`src/rtl/beat_pkg.sv`:
```
// Shared types and defaults for the beat sequencer: FSM encoding, pattern geometry
// and tempo divider limits.
package beat_pkg;

  localparam int unsigned STEPS       = 16;
  localparam int unsigned VOICES      = 4;
  localparam int unsigned DIV_W       = 24;
  localparam int unsigned DEFAULT_DIV = 4194304;
  localparam int unsigned MIN_DIV     = 2;
  localparam int unsigned STEP_W      = $clog2(STEPS);

  typedef enum logic [1:0] {
    IDLE     = 2'd0,
    RUN      = 2'd1,
    STOPPING = 2'd2
  } state_e;

endpackage

```
`src/rtl/tempo_divider.sv`:
```
// Step-period timebase: free-running count within a step, a shadow/active divider
// pair so a step in progress never changes length, and the 50 % phase output.
module tempo_divider #(
  parameter int unsigned DIV_W       = beat_pkg::DIV_W,
  parameter int unsigned DEFAULT_DIV = beat_pkg::DEFAULT_DIV,
  parameter int unsigned MIN_DIV     = beat_pkg::MIN_DIV
) (
  input  logic             clk,
  input  logic             reset,
  input  logic             en,
  input  logic             restart,
  input  logic [DIV_W-1:0] div_in,
  input  logic             div_load,
  output logic             wrap,
  output logic             phase
);

  logic [DIV_W-1:0] count_q, count_d;
  logic [DIV_W-1:0] shadow_q, shadow_d;
  logic [DIV_W-1:0] act_q, act_d;

  always_comb begin
    shadow_d = shadow_q;
    if (div_load) begin
      shadow_d = (div_in < DIV_W'(MIN_DIV)) ? DIV_W'(MIN_DIV) : div_in;
    end
  end

  assign wrap  = en && (count_q == (act_q - DIV_W'(1)));
  assign phase = en && (count_q < (act_q >> 1));

  // A load in the same cycle as a reload is taken immediately.
  always_comb begin
    count_d = count_q;
    act_d   = act_q;
    if (restart) begin
      count_d = '0;
      act_d   = shadow_d;
    end else if (!en) begin
      count_d = '0;
    end else if (wrap) begin
      count_d = '0;
      act_d   = shadow_d;
    end else begin
      count_d = count_q + DIV_W'(1);
    end
  end

  always_ff @(posedge clk) begin
    if (reset) begin
      count_q  <= '0;
      shadow_q <= DIV_W'(DEFAULT_DIV);
      act_q    <= DIV_W'(DEFAULT_DIV);
    end else begin
      count_q  <= count_d;
      shadow_q <= shadow_d;
      act_q    <= act_d;
    end
  end

endmodule

```
`src/rtl/beat_sequencer.sv`:
```
// Tempo-driven 16-step sequencer: start/stop FSM, step counter and pattern register
// file; emits a beat pulse, step index and per-voice hits each step.
module beat_sequencer #(
  parameter int unsigned STEPS       = beat_pkg::STEPS,
  parameter int unsigned VOICES      = beat_pkg::VOICES,
  parameter int unsigned DIV_W       = beat_pkg::DIV_W,
  parameter int unsigned DEFAULT_DIV = beat_pkg::DEFAULT_DIV
) (
  input  logic                     clk,
  input  logic                     reset,
  input  logic                     start,
  input  logic                     stop,
  input  logic [DIV_W-1:0]         div_in,
  input  logic                     div_load,
  input  logic                     pat_we,
  input  logic [$clog2(STEPS)-1:0] pat_addr,
  input  logic [VOICES-1:0]        pat_data,
  output logic                     beat,
  output logic [$clog2(STEPS)-1:0] step,
  output logic [VOICES-1:0]        hits,
  output logic                     phase,
  output logic                     running
);

  import beat_pkg::*;

  localparam int unsigned SW = $clog2(STEPS);

  state_e            state_q, state_d;
  logic              wrap;
  logic              restart;
  logic              beat_q, beat_d;
  logic [SW-1:0]     step_q, step_d;
  logic [VOICES-1:0] pattern_q [STEPS];

  tempo_divider #(
    .DIV_W       (DIV_W),
    .DEFAULT_DIV (DEFAULT_DIV),
    .MIN_DIV     (MIN_DIV)
  ) u_tempo (
    .clk      (clk),
    .reset    (reset),
    .en       (running),
    .restart  (restart),
    .div_in   (div_in),
    .div_load (div_load),
    .wrap     (wrap),
    .phase    (phase)
  );

  always_ff @(posedge clk) begin
    if (reset) state_q <= IDLE;
    else       state_q <= state_d;
  end

  // stop wins over start; a stop sampled on the last count of a step ends at once.
  always_comb begin
    state_d = state_q;
    unique case (state_q)
      IDLE:     if (start && !stop) state_d = RUN;
      RUN:      if (stop) state_d = wrap ? IDLE : STOPPING;
      STOPPING: if (wrap) state_d = IDLE;
      default:  state_d = IDLE;
    endcase
  end

  // Kept outside the output process so the divider's wrap input has no path through state_d.
  assign running = (state_q != IDLE);

  always_comb begin
    restart = (state_q == IDLE) && (state_d == RUN);
    beat_d  = restart || ((state_q == RUN) && (state_d == RUN) && wrap);
    step_d  = step_q;
    if ((state_d == IDLE) || restart) step_d = '0;
    else if (beat_d)                  step_d = step_q + SW'(1);
  end

  always_ff @(posedge clk) begin
    if (reset) begin
      beat_q <= 1'b0;
      step_q <= '0;
      for (int unsigned i = 0; i < STEPS; i++) pattern_q[i] <= '0;
    end else begin
      beat_q <= beat_d;
      step_q <= step_d;
      if (pat_we) pattern_q[pat_addr] <= pat_data;
    end
  end

  // Read straight from the array so a write lands for any later beat, while a write
  // in the beat cycle itself leaves this beat's hits unchanged.
  assign beat = beat_q;
  assign step = step_q;
  assign hits = beat_q ? pattern_q[step_q] : '0;

endmodule

```
`config.mk`:
```
export PLATFORM = sky130hd
export DESIGN_NAME = beat_sequencer
export DESIGN_NICKNAME = d
export VERILOG_FILES = /design/src/rtl/beat_pkg.sv /design/src/rtl/tempo_divider.sv /design/src/rtl/beat_sequencer.sv
export SDC_FILE = /design/constraint.sdc
export NUM_CORES = 1
export LEC_CHECK = 0
export BUFFER_PORTS_ARGS = -buffer_cell sky130_fd_sc_hd__buf_4
export CAP_MARGIN = 20
export CELL_PAD_IN_SITES_DETAIL_PLACEMENT = 1
export CELL_PAD_IN_SITES_GLOBAL_PLACEMENT = 1
export CORE_ASPECT_RATIO = 1.5
export CORE_MARGIN = 2
export CORE_UTILIZATION = 35
export CTS_CLUSTER_DIAMETER = 150
export DETAILED_ROUTE_END_ITERATION = 10
export GPL_ROUTABILITY_DRIVEN = 1
export HOLD_SLACK_MARGIN = 0.03
export PLACE_DENSITY_LB_ADDON = 0.2
export SLEW_MARGIN = 25
export SYNTH_ARGS = -nofsm -noshare
export SYNTH_HDL_FRONTEND = slang
export SYNTH_SLANG_ARGS = --single-unit
```
`constraint.sdc`:
```
create_clock -name clk -period 4.1 [get_ports clk]
set_input_delay 0.41 -clock clk [delete_from_list [all_inputs] [get_ports clk]]
set_output_delay 0.41 -clock clk [all_outputs]
set_load 0.03 [all_outputs]
```
==> results by group, run 1 <==
Yosys
  – Area leader, netlist: edfxtp_1
  – Complex-gate fraction of the synthesized area: 0.0799
  – Cells after synthesis: 759
  – Top-area cell type share of the netlist area: 0.249
  – Syn Std Cell Area: 0.00773 sq mm
  – Number of enable flip-flop cells after synthesis: 64
  – Post-Synth Simple-Gate Area: 0.236
  – Register bit total from synthesis: 147
  – Post-Synth XOR/XNOR Area: 0.0578
  – Syn avg cell area: 10.2 sq um
  – Top post-synthesis cells by area: edfxtp_1 (25%), dfxtp_1 (21%), mux4_2 (5.8%)
  – Main combinational cell family by area after synthesis: simple AND/OR/NAND/NOR gates
  – Mapped Nets: 822
  – Count of cell types in the netlist: 61
  – Adder-Cell Fraction of Synth Area: 0.0404
  – Top_reg_cell synth: dfxtp_1
  – Post-synth ARST share: 0
  – Yosys warns: 0
  – Mux cell area share after synthesis: 0.0900
  – Seq/Total Area, Yosys: 0.463

Global route
  – First-pass GRT wire length: 35200 um
  – Largest net degree at the start of global routing: 74
  – Initial antenna violation count: 0
  – Vias in the first global route: 6278
  – Gr usage total: 0.199
  – Global route overflow: 0

STA
  – Slew Viols, Final: 0
  – Fin crit period: 3.73 ns
  – Fin crit share: 0.911
  – Relative slew slack: 0.464
  – Final setup violation count: 0
  – RSZ-0062 raised after global routing: no
  – Setup TNS: 0 ns
  – Fin. Hold Viols: 0
  – Max Fclk: 268 MHz
  – Worst slew pin tran: 0.803 ns
  – Worst Skew: 0.00628 ns
  – Hold_ws: 0.256 ns

Clocking
  – Sink Count: 147
  – Post-CTS Hold Buffers: 0
  – Post-cts resize count: 0
  – Clk pin slew, worst setup/hold paths: 0.06 ns
  – CTS Buffer Depth: 2
  – CTS buffer count: 17
  – Clock root buffer: clkbuf_16
  – CTS tree: done
  – Setup bufs post-CTS: 0
  – H-Tree Depth: 4
  – Worst skew pair latency: 0.43 ns

Detailed routing
  – Via-per-instance ratio: 5.39
  – # DRC: 0
  – Via count: 5835
  – First-pass DRT Iterations: 4
  – Total wire length: 22200 um
  – Initial DRC count: 232
  – Avg WL per Cell: 20.6 um
  – Routed Antenna Nets: 0

Pwr
  – Clock power share: 0.450
  – Power per Cell Area: 416 mW/mm^2
  – Internal: 2.79 mW
  – Comb power frac: 0.115
  – Maximum VDD drop: 314 uV
  – Psw: 946 uW
  – LEAKAGE: 3.40 nW
  – Reg power frac: 0.435
  – Switching Share: 0.253

Floorplanning
  – Die area: 0.0233 sq mm
  – I/O pin count: 49
  – Die Width: 125 um
  – Die span in y: 186 um
  – Core ar.: 0.0217 sq mm
  – Initial Utilization: 0.356
  – FP Rows: 66

Finish
  – Ratio of cells with drive above 1 in the final layout: 0.162
  – Most frequent cells in the layout: nor2_1 (88), dfxtp_1 (83), and2_1 (71)
  – Final Util: 0.414
  – Layout fillers: 2404
  – Most common cell after layout, fill and taps aside: nor2_1
  – Non-Filler Instances: 1082
  – Ant. Diodes: 0
  – Layout Nets: 860
  – Synthesis-to-finish area growth: 16.3%

Critical path
  – CP top delay family: simple AND/OR/NAND/NOR gates
  – CP Launch Type: register
  – Max incr delay on CP: 0.64 ns
  – Slowest-stage cell, CP: or4b_1
  – CP Class: reg2reg
  – Crit path cell chain: inv_1, ha_1, or4b_1, nor3_2, xor2_1, o221ai_1, a22oi_1, nand4_2, mux2_4, or4_1, a21oi_1
  – Worst Path Buf+Inv: 1
  – CP Data Required Time: 4.46 ns
  – Max Fanout on Critical Path: 7
  – Critical Path Sink Type: register
  – Worst EP arrival: 4.10 ns

Place
  – Buffers added on ports: 48
  – Final Wtd Congestion: 0.845
  – Hpwl dp: 17400 um
  – Placed cell count: 1050

Worst hold path
  – HP Class: in2reg

Run status
  – Status: finished clean

Flow run
  – Number of max-cap violations: 0
==> cells by family (layout without fill, tap and decap cells) <==
group                    Yosys count  count (layout)
AO/OA/AOI/OAI                     88              88
AND/OR/NAND/NOR                  339             339
flip-flops                       147             147
adder cells (fa/ha/maj)           25              25
multiplexers                      44              44
XOR/XNOR                          51              51
buffers and inverters             65             116
==> per-stage QoR <==
step | setup slack [ns] | power [mW] | instance area (sq um)
3_5_place_dp | 0.436 | 2.09 | 8360
3_3_place_gp | 0.479 | 2.08 | 8360
5_1_grt | 0.0939 | 3.87 | 8990
2_1_floorplan | 0.896 | 1.93 | 7730
4_1_cts | 0.400 | 3.78 | 8990
6_report | 0.365 | 3.74 | 8990
==> power groups by stage <==
stage                     clock, mW  sequential, mW  combinational [mW]
after detailed placement          0            1.66               0.433
after global placement            0            1.65               0.422
final                          1.68            1.63               0.429
after global routing           1.77            1.63               0.470
after CTS                      1.72            1.63               0.434
after floorplan                   0            1.64               0.287
==> layer usage <==
metal	share of wire	track usage	vias up
li1	-	-	2790
met1	0.38	0.202	2910
met2	0.57	0.401	102
met3	0.022	0.0305	33
met4	0.024	0.0818	0
met5	0	0	-
==> synth_stat cells, drive strengths merged, types with 14 or more instances <==
cell type  count
a21oi         14
and2          71
clkbuf        30
dfxtp         83
edfxtp        64
ha            25
inv           30
mux2i         23
mux4          20
nand2         49
nand3         17
nor2          88
nor3          24
nor4          16
o31ai         24
or2           18
xnor2         30
xor2          21
==> sequential cells by signal, indices dropped and copies added (netlist names), named ones only <==
name,flops
pattern_q,64
u_tempo.act_q,24
beat,1
u_tempo.count_q,24
step,4
u_tempo.shadow_q,24
state_q,2
==> final timing paths <==
kind,start,endpoint,slack [ns],cells past startpoint
worst max-delay path,u_tempo.act_q[0]$_SDFFE_PP0P_,register,0.37,11
worst min-delay path,div_in[22],u_tempo.shadow_q[22]$_SDFF_PP1_,0.26,3
worst max register to register,u_tempo.act_q[0]$_SDFFE_PP0P_,register,0.37,11
worst min register to register,u_tempo.shadow_q[1]$_SDFF_PP0_,u_tempo.shadow_q[1]$_SDFF_PP0_,0.51,2
==> layout make-up <==
| cell class | instances | area (sq um) | share of cell area |
|---|---|---|---|
| Timing Repair Buffer | 54 | 418 | 0.0465 |
| Sequential cell | 147 | 3580 | 0.398 |
| Tap cell | 272 | 340 | 0.0378 |
| Clock inverter | 14 | 203 | 0.0225 |
| Clock buffer | 18 | 429 | 0.0477 |
| Multi-Input combinational cell | 547 | 3910 | 0.434 |
| Inverter | 30 | 113 | 0.0125 |
==> worst min-delay path, delay by kind of cell <==
family | cells | cell delay (ns)
buffers and inverters | 2 | 0.14
AOI/OAI and AO/OA | 1 | 0.10
Note: power is estimated with default switching activity, not from simulation.
==> run 2, diff against run 1 <==
- clock period: 4.1 -> 3.75 ns (I/O delays scaled with it)
==> results by group, run 2 (synthesized netlist as in run 1, its figures left out) <==
Global route
  – Global route overflow: 0 (unchanged)
  – Initial antenna violation count: 0 (unchanged)
  – First-pass GRT wire length: 36200 um (was 35200 um)
  – Busiest grt layer: met2 (unchanged)
  – Vias in the first global route: 6481 (was 6278)
  – Largest net degree at the start of global routing: 74 (unchanged)
  – Met3 usage: 0.0333 (was 0.0305)
  – Gr usage total: 0.205 (was 0.199)
  – Met1 GRT Util: 0.200 (was 0.202)
  – Met2 Usage GRT: 0.426 (was 0.401)

Flow run
  – Number of max-cap violations: 0 (unchanged)

STA
  – Fin crit period: 3.60 ns
  – Final setup violation count: 0 (unchanged)
  – Setup TNS: 0 ns (unchanged)
  – Fin. Hold Viols: 0 (unchanged)
  – Slew Viols, Final: 0 (unchanged)
  – Relative slew slack: 0.463 (was 0.464)
  – Fin crit share: 0.960
  – Worst slew pin tran: 0.806 ns (was 0.803 ns)
  – Worst Skew: 0.0101 ns (was 0.00628 ns)
  – Max Fclk: 278 MHz
  – RSZ-0062 raised after global routing: no (unchanged)
  – Hold_ws: 0.259 ns (was 0.256 ns)

Critical path
  – Max incr delay on CP: 0.44 ns (was 0.64 ns)
  – Flop2flop setup slack: 0.35 ns (was 0.37 ns)
  – R2R depth: 11 (unchanged)
  – Max Fanout on Critical Path: 6 (was 7)
  – Worst Path Buf+Inv: 2 (was 1)
  – CP Data Required Time: 3.38 ns (was 4.46 ns)
  – CP top delay family: compound AO/OA/AOI/OAI gates (was simple AND/OR/NAND/NOR gates)
  – Most frequent CP cell: a21o_1
  – Worst EP arrival: 3.22 ns (was 4.10 ns)
  – Slowest-stage cell, CP: dfxtp_1 (was or4b_1)
  – Reg2reg start: u_tempo.act_q[0]$_SDFFE_PP0P_ (unchanged)
  – Critical Path Sink Type: primary output (was register)
  – CP Launch Type: register (unchanged)
  – CP Class: reg2out (was reg2reg)
  – Crit path cell chain: inv_1, ha_1, a21o_1, a21o_1, a21o_1, a21o_1, a21o_1, a211o_1, a21oi_1, o31a_1, buf_4 (was inv_1, ha_1, or4b_1, nor3_2, xor2_1, o221ai_1, a22oi_1, nand4_2, mux2_4, or4_1, a21oi_1)

Finish
  – Ant. Diodes: 0 (unchanged)
  – Fin area: 0.00901 sq mm (was 0.00899 sq mm)
  – Max FFs per register: 64 (unchanged)
  – Synthesis-to-finish area growth: 16.5% (was 16.3%)
  – Layout fillers: 2424 (was 2404)
  – Non-Filler Instances: 1087 (was 1082)
  – Multi-input gate area: 0.00391 sq mm (unchanged)
  – Sequential cell area: 0.00358 sq mm (unchanged)
  – Layout Nets: 865 (was 860)
  – Most frequent cells in the layout: nor2_1 (88), dfxtp_1 (83), and2_1 (71) (unchanged)
  – Ratio of cells with drive above 1 in the final layout: 0.166 (was 0.162)
  – Top reg by flops: pattern_q (unchanged)
  – Most common cell after layout, fill and taps aside: nor2_1 (unchanged)

Place
  – Buffers added on ports: 48 (unchanged)
  – Final Wtd Congestion: 0.832 (was 0.845)
  – Hpwl dp: 18000 um (was 17400 um)
  – Placed Area: 0.00840 sq mm (was 0.00836 sq mm)
  – Placed cell count: 1055 (was 1050)

Pwr
  – Power per Cell Area: 450 mW/mm^2 (was 416 mW/mm^2)
  – Power, Total: 4.05 mW (was 3.74 mW)
  – Maximum VDD drop: 333 uV (was 314 uV)
  – LEAKAGE: 3.41 nW (was 3.40 nW)

Clocking
  – Worst skew pair latency: 0.43 ns (about the same)
  – H-Tree Depth: 4 (unchanged)
  – CTS tree: done (unchanged)
  – Setup bufs post-CTS: 0 (unchanged)
  – Sink Count: 147 (unchanged)
  – Post-CTS Hold Buffers: 0 (unchanged)
  – Clock root buffer: clkbuf_16 (unchanged)
  – Post-cts resize count: 0 (unchanged)
  – CTS Buffer Depth: 2 (unchanged)
  – CTS buffer count: 17 (unchanged)
  – Clk pin slew, worst setup/hold paths: 0.06 ns (about the same)

Worst hold path
  – Hold Path End: state_q[0]$_SDFF_PP0_ (was u_tempo.shadow_q[22]$_SDFF_PP1_)
  – Critical hold path startpoint: start (was div_in[22])
  – Worst hold stages: 3 (unchanged)
  – HP Class: in2reg (unchanged)

Detailed routing
  – Via count: 5852 (was 5835)
  – Via-per-instance ratio: 5.38 (was 5.39)
  – Routed Antenna Nets: 0 (unchanged)
  – Initial DRC count: 321 (was 232)
  – # DRC: 0 (unchanged)
  – Total wire length: 23100 um (was 22200 um)
  – First-pass DRT Iterations: 4 (unchanged)
  – Avg WL per Cell: 21.2 um (was 20.6 um)

Floorplanning
  – Initial Utilization: 0.356 (unchanged)
  – Core ar.: 0.0217 sq mm (unchanged)
  – Die Width: 125 um (unchanged)
  – FP Rows: 66 (unchanged)
  – I/O pin count: 49 (unchanged)
  – Die span in y: 186 um (unchanged)
  – Die area: 0.0233 sq mm (unchanged)

Run status
  – Status: finished clean (unchanged)
run 2: changes by cell type in the layout (fill, tap and decap cells not counted):
cell and delta:
inv_6 +1, clkinv_2 +2, clkinvlp_4 +2, inv_8 -2, clkinv_1 +1, clkinv_4 -4, buf_4 +5
run 2: layout make-up:
type / instances / area share
clock buffers: 18 / 0.0476
clock inverters: 14 / 0.0203
inverters: 30 / 0.0125
multi-input cells: 547 / 0.434
flip-flops and latches: 147 / 0.398
well taps: 272 / 0.0378
repair buffers: 59 / 0.0505
run 2: routing by layer:
layer	wire, um	part of all wire	vias to the layer above
met2	13500	0.58	91
met1	8710	0.38	2936
li1	-	-	2801
met3	420	0.018	24
met5	0	0	-
met4	489	0.021	0
run 2: worst min-delay path: stages:
cell	delay, ns
buf_4	0.12
nor2_1	0.08
nor3_1	0.05
run 2: worst max-delay path by stage:
stage | startpoint | to | slack [ns] | cells after the start
floorplan | u_tempo.act_q[0]$_SDFFE_PP0P_ | register | 0.55 | 12
global placement | u_tempo.act_q[0]$_SDFFE_PP0P_ | register | 0.43 | 11
detailed placement | u_tempo.act_q[0]$_SDFFE_PP0P_ | register | 0.38 | 11
CTS | u_tempo.act_q[2]$_SDFFE_PP0P_ | phase | 0.08 | 11
global route | u_tempo.act_q[2]$_SDFFE_PP0P_ | phase | 0.01 | 11
finish | u_tempo.act_q[2]$_SDFFE_PP0P_ | phase | 0.15 | 11
run 2: through the flow:
stage	utilization	setup WS (ns)
2_1_floorplan	-	0.546
3_3_place_gp	0.387	0.425
3_5_place_dp	0.387	0.383
4_1_cts	0.415	0.0838
5_1_grt	0.415	0.00984
6_report	0.415	0.152
run 2: report_power, final:
part,internal (mW),switching (mW),leakage [nW]
sequential,1.74,0.0412,1.29
clock,1.11,0.684,0.294
combinational,0.196,0.282,1.83
total,3.04,1.01,3.41
==> run 3, diff against run 2 <==
- CORE_MARGIN: 2 -> 1.5
- CORE_UTILIZATION: 35 -> 48
- SETUP_SLACK_MARGIN: not set -> 0.3
==> results by group, run 3 (synthesized netlist as in run 1, its figures left out) <==
Detailed routing
  – First-pass DRT Iterations: 4 (unchanged)
  – Avg WL per Cell: 22.1 um (was 21.2 um)
  – Total wire length: 22500 um (was 23100 um)
  – Via-per-instance ratio: 5.89 (was 5.38)
  – Via count: 5993 (was 5852)
  – Routed Antenna Nets: 0 (unchanged)
  – # DRC: 0 (unchanged)
  – Initial DRC count: 282 (was 321)

Finish
  – Ant. Diodes: 0 (unchanged)
  – Ratio of cells with drive above 1 in the final layout: 0.182 (was 0.166)
  – Final Util: 0.571 (was 0.415)
  – Top reg by flops: pattern_q (unchanged)
  – Fin area: 0.00896 sq mm (was 0.00901 sq mm)
  – Most common cell after layout, fill and taps aside: nor2_1 (unchanged)
  – Layout fillers: 1697 (was 2424)
  – Layout Nets: 864 (was 865)
  – Synthesis-to-finish area growth: 15.8% (was 16.5%)
  – Max FFs per register: 64 (unchanged)
  – Most frequent cells in the layout: nor2_1 (88), dfxtp_1 (81), and2_1 (71) (was nor2_1 (88), dfxtp_1 (83), and2_1 (71))

Clocking
  – CTS Buffer Depth: 2 (unchanged)
  – H-Tree Depth: 4 (unchanged)
  – Post-CTS Hold Buffers: 0 (unchanged)
  – Clock root buffer: clkbuf_16 (unchanged)
  – CTS tree: done (unchanged)
  – Setup bufs post-CTS: 0 (unchanged)
  – Post-cts resize count: 6 (was 0)
  – Sink Count: 147 (unchanged)
  – Worst skew pair latency: 0.42 ns (was 0.43 ns)
  – CTS buffer count: 17 (unchanged)
  – Clk pin slew, worst setup/hold paths: 0.07 ns (was 0.06 ns)

Critical path
  – Max incr delay on CP: 0.40 ns (was 0.44 ns)
  – CP Data Required Time: 3.38 ns (about the same)
  – CP Launch Type: register (unchanged)
  – Crit path cell chain: inv_1, ha_1, a21o_1, a21o_1, a21o_1, a21o_1, a21o_1, a211o_1, a21oi_2, o31a_1, buf_4 (was inv_1, ha_1, a21o_1, a21o_1, a21o_1, a21o_1, a21o_1, a211o_1, a21oi_1, o31a_1, buf_4)
  – Max Fanout on Critical Path: 6 (unchanged)
  – Most frequent CP cell: a21o_1 (unchanged)
  – CP top delay family: compound AO/OA/AOI/OAI gates (unchanged)
  – Critical Path Sink Type: primary output (unchanged)
  – Worst EP arrival: 2.98 ns (was 3.22 ns)
  – Slowest-stage cell, CP: dfxtp_4 (was dfxtp_1)
  – CP Class: reg2out (unchanged)
  – Worst Path Buf+Inv: 2 (unchanged)

STA
  – Worst Skew: 0.0106 ns (was 0.0101 ns)
  – Fin. Hold Viols: 0 (unchanged)
  – Worst slew pin tran: 0.805 ns (was 0.806 ns)
  – Relative slew slack: 0.463 (about the same)
  – Max Fclk: 298 MHz (was 278 MHz)
  – Fin crit period: 3.35 ns (was 3.60 ns)
  – Hold_ws: 0.227 ns (was 0.259 ns)
  – Slew Viols, Final: 0 (unchanged)
  – Final setup violation count: 0 (unchanged)
  – Setup TNS: 0 ns (unchanged)
  – RSZ-0062 raised after global routing: yes (was no)
  – Fin crit share: 0.894 (was 0.960)

Pwr
  – Power, Total: 3.97 mW (was 4.05 mW)
  – Power per Cell Area: 443 mW/mm^2 (was 450 mW/mm^2)
  – Maximum VDD drop: 281 uV (was 333 uV)
  – LEAKAGE: 3.42 nW (was 3.41 nW)

Run status
  – Status: finished clean (unchanged)

Floorplanning
  – I/O pin count: 49 (unchanged)
  – FP Rows: 56 (was 66)
  – Core ar.: 0.0157 sq mm (was 0.0217 sq mm)
  – Initial Utilization: 0.493 (was 0.356)
  – Die Width: 107 um (was 125 um)
  – Die area: 0.0169 sq mm (was 0.0233 sq mm)
  – Die span in y: 158 um (was 186 um)

Global route
  – Gr usage total: 0.278 (was 0.205)
  – Global route overflow: 0 (unchanged)
  – Vias in the first global route: 6463 (was 6481)
  – First-pass GRT wire length: 35300 um (was 36200 um)
  – Initial antenna violation count: 0 (unchanged)
  – Largest net degree at the start of global routing: 74 (unchanged)

Worst hold path
  – HP Class: in2reg (unchanged)

Place
  – Final Wtd Congestion: 0.847 (was 0.832)
  – Buffers added on ports: 48 (unchanged)
  – Placed Area: 0.00830 sq mm (was 0.00840 sq mm)
  – Hpwl dp: 16800 um (was 18000 um)

Flow run
  – Number of max-cap violations: 0 (unchanged)
run 3: worst paths after layout:
kind	startpoint	to	slack, ns	depth (start not counted)
worst max register to register	u_tempo.act_q[0]$_SDFFE_PP0P_	step[3]$_SDFFE_PP0P_	0.44	11
worst max-delay path	u_tempo.act_q[2]$_SDFFE_PP0P_	phase	0.40	11
worst min register to register	u_tempo.shadow_q[1]$_SDFF_PP0_	u_tempo.shadow_q[1]$_SDFF_PP0_	0.49	2
worst min-delay path	div_in[22]	u_tempo.shadow_q[22]$_SDFF_PP1_	0.23	3
run 3: where the power goes:
part	leakage, nW	internal, mW	switching (mW)
sequential	1.29	1.74	0.0465
clock	0.284	0.895	0.794
combinational	1.85	0.204	0.290
total	3.42	2.84	1.13
run 3: metrics by stage:
stage | cells | setup WS (ns)
2_1_floorplan | 759 | 0.546
4_1_cts | 1017 | 0.336
3_3_place_gp | 985 | 0.381
6_report | 1017 | 0.399
5_1_grt | 1017 | 0.289
3_5_place_dp | 985 | 0.239
run 3: per-layer routing:
layer	share of wire	vias up	global-route usage
met4	0.029	0	0.107
met5	0	-	0
li1	-	2795	-
met2	0.57	130	0.556
met3	0.029	31	0.0360
met1	0.37	3037	0.290
run 3: final cells by class:
type,instances,area (sq um),area share
Inverter,30,113,0.0126
Sequential cell,147,3590,0.401
Timing Repair Buffer,58,448,0.0500
Clock inverter,15,163,0.0182
Clock buffer,17,425,0.0475
Tap cell,203,254,0.0284
Multi-Input combinational cell,547,3970,0.443
run 3: worst min-delay path, stage by stage:
cell,delay (ns)
buf_4,0.10
a211oi_1,0.08
inv_1,0.05
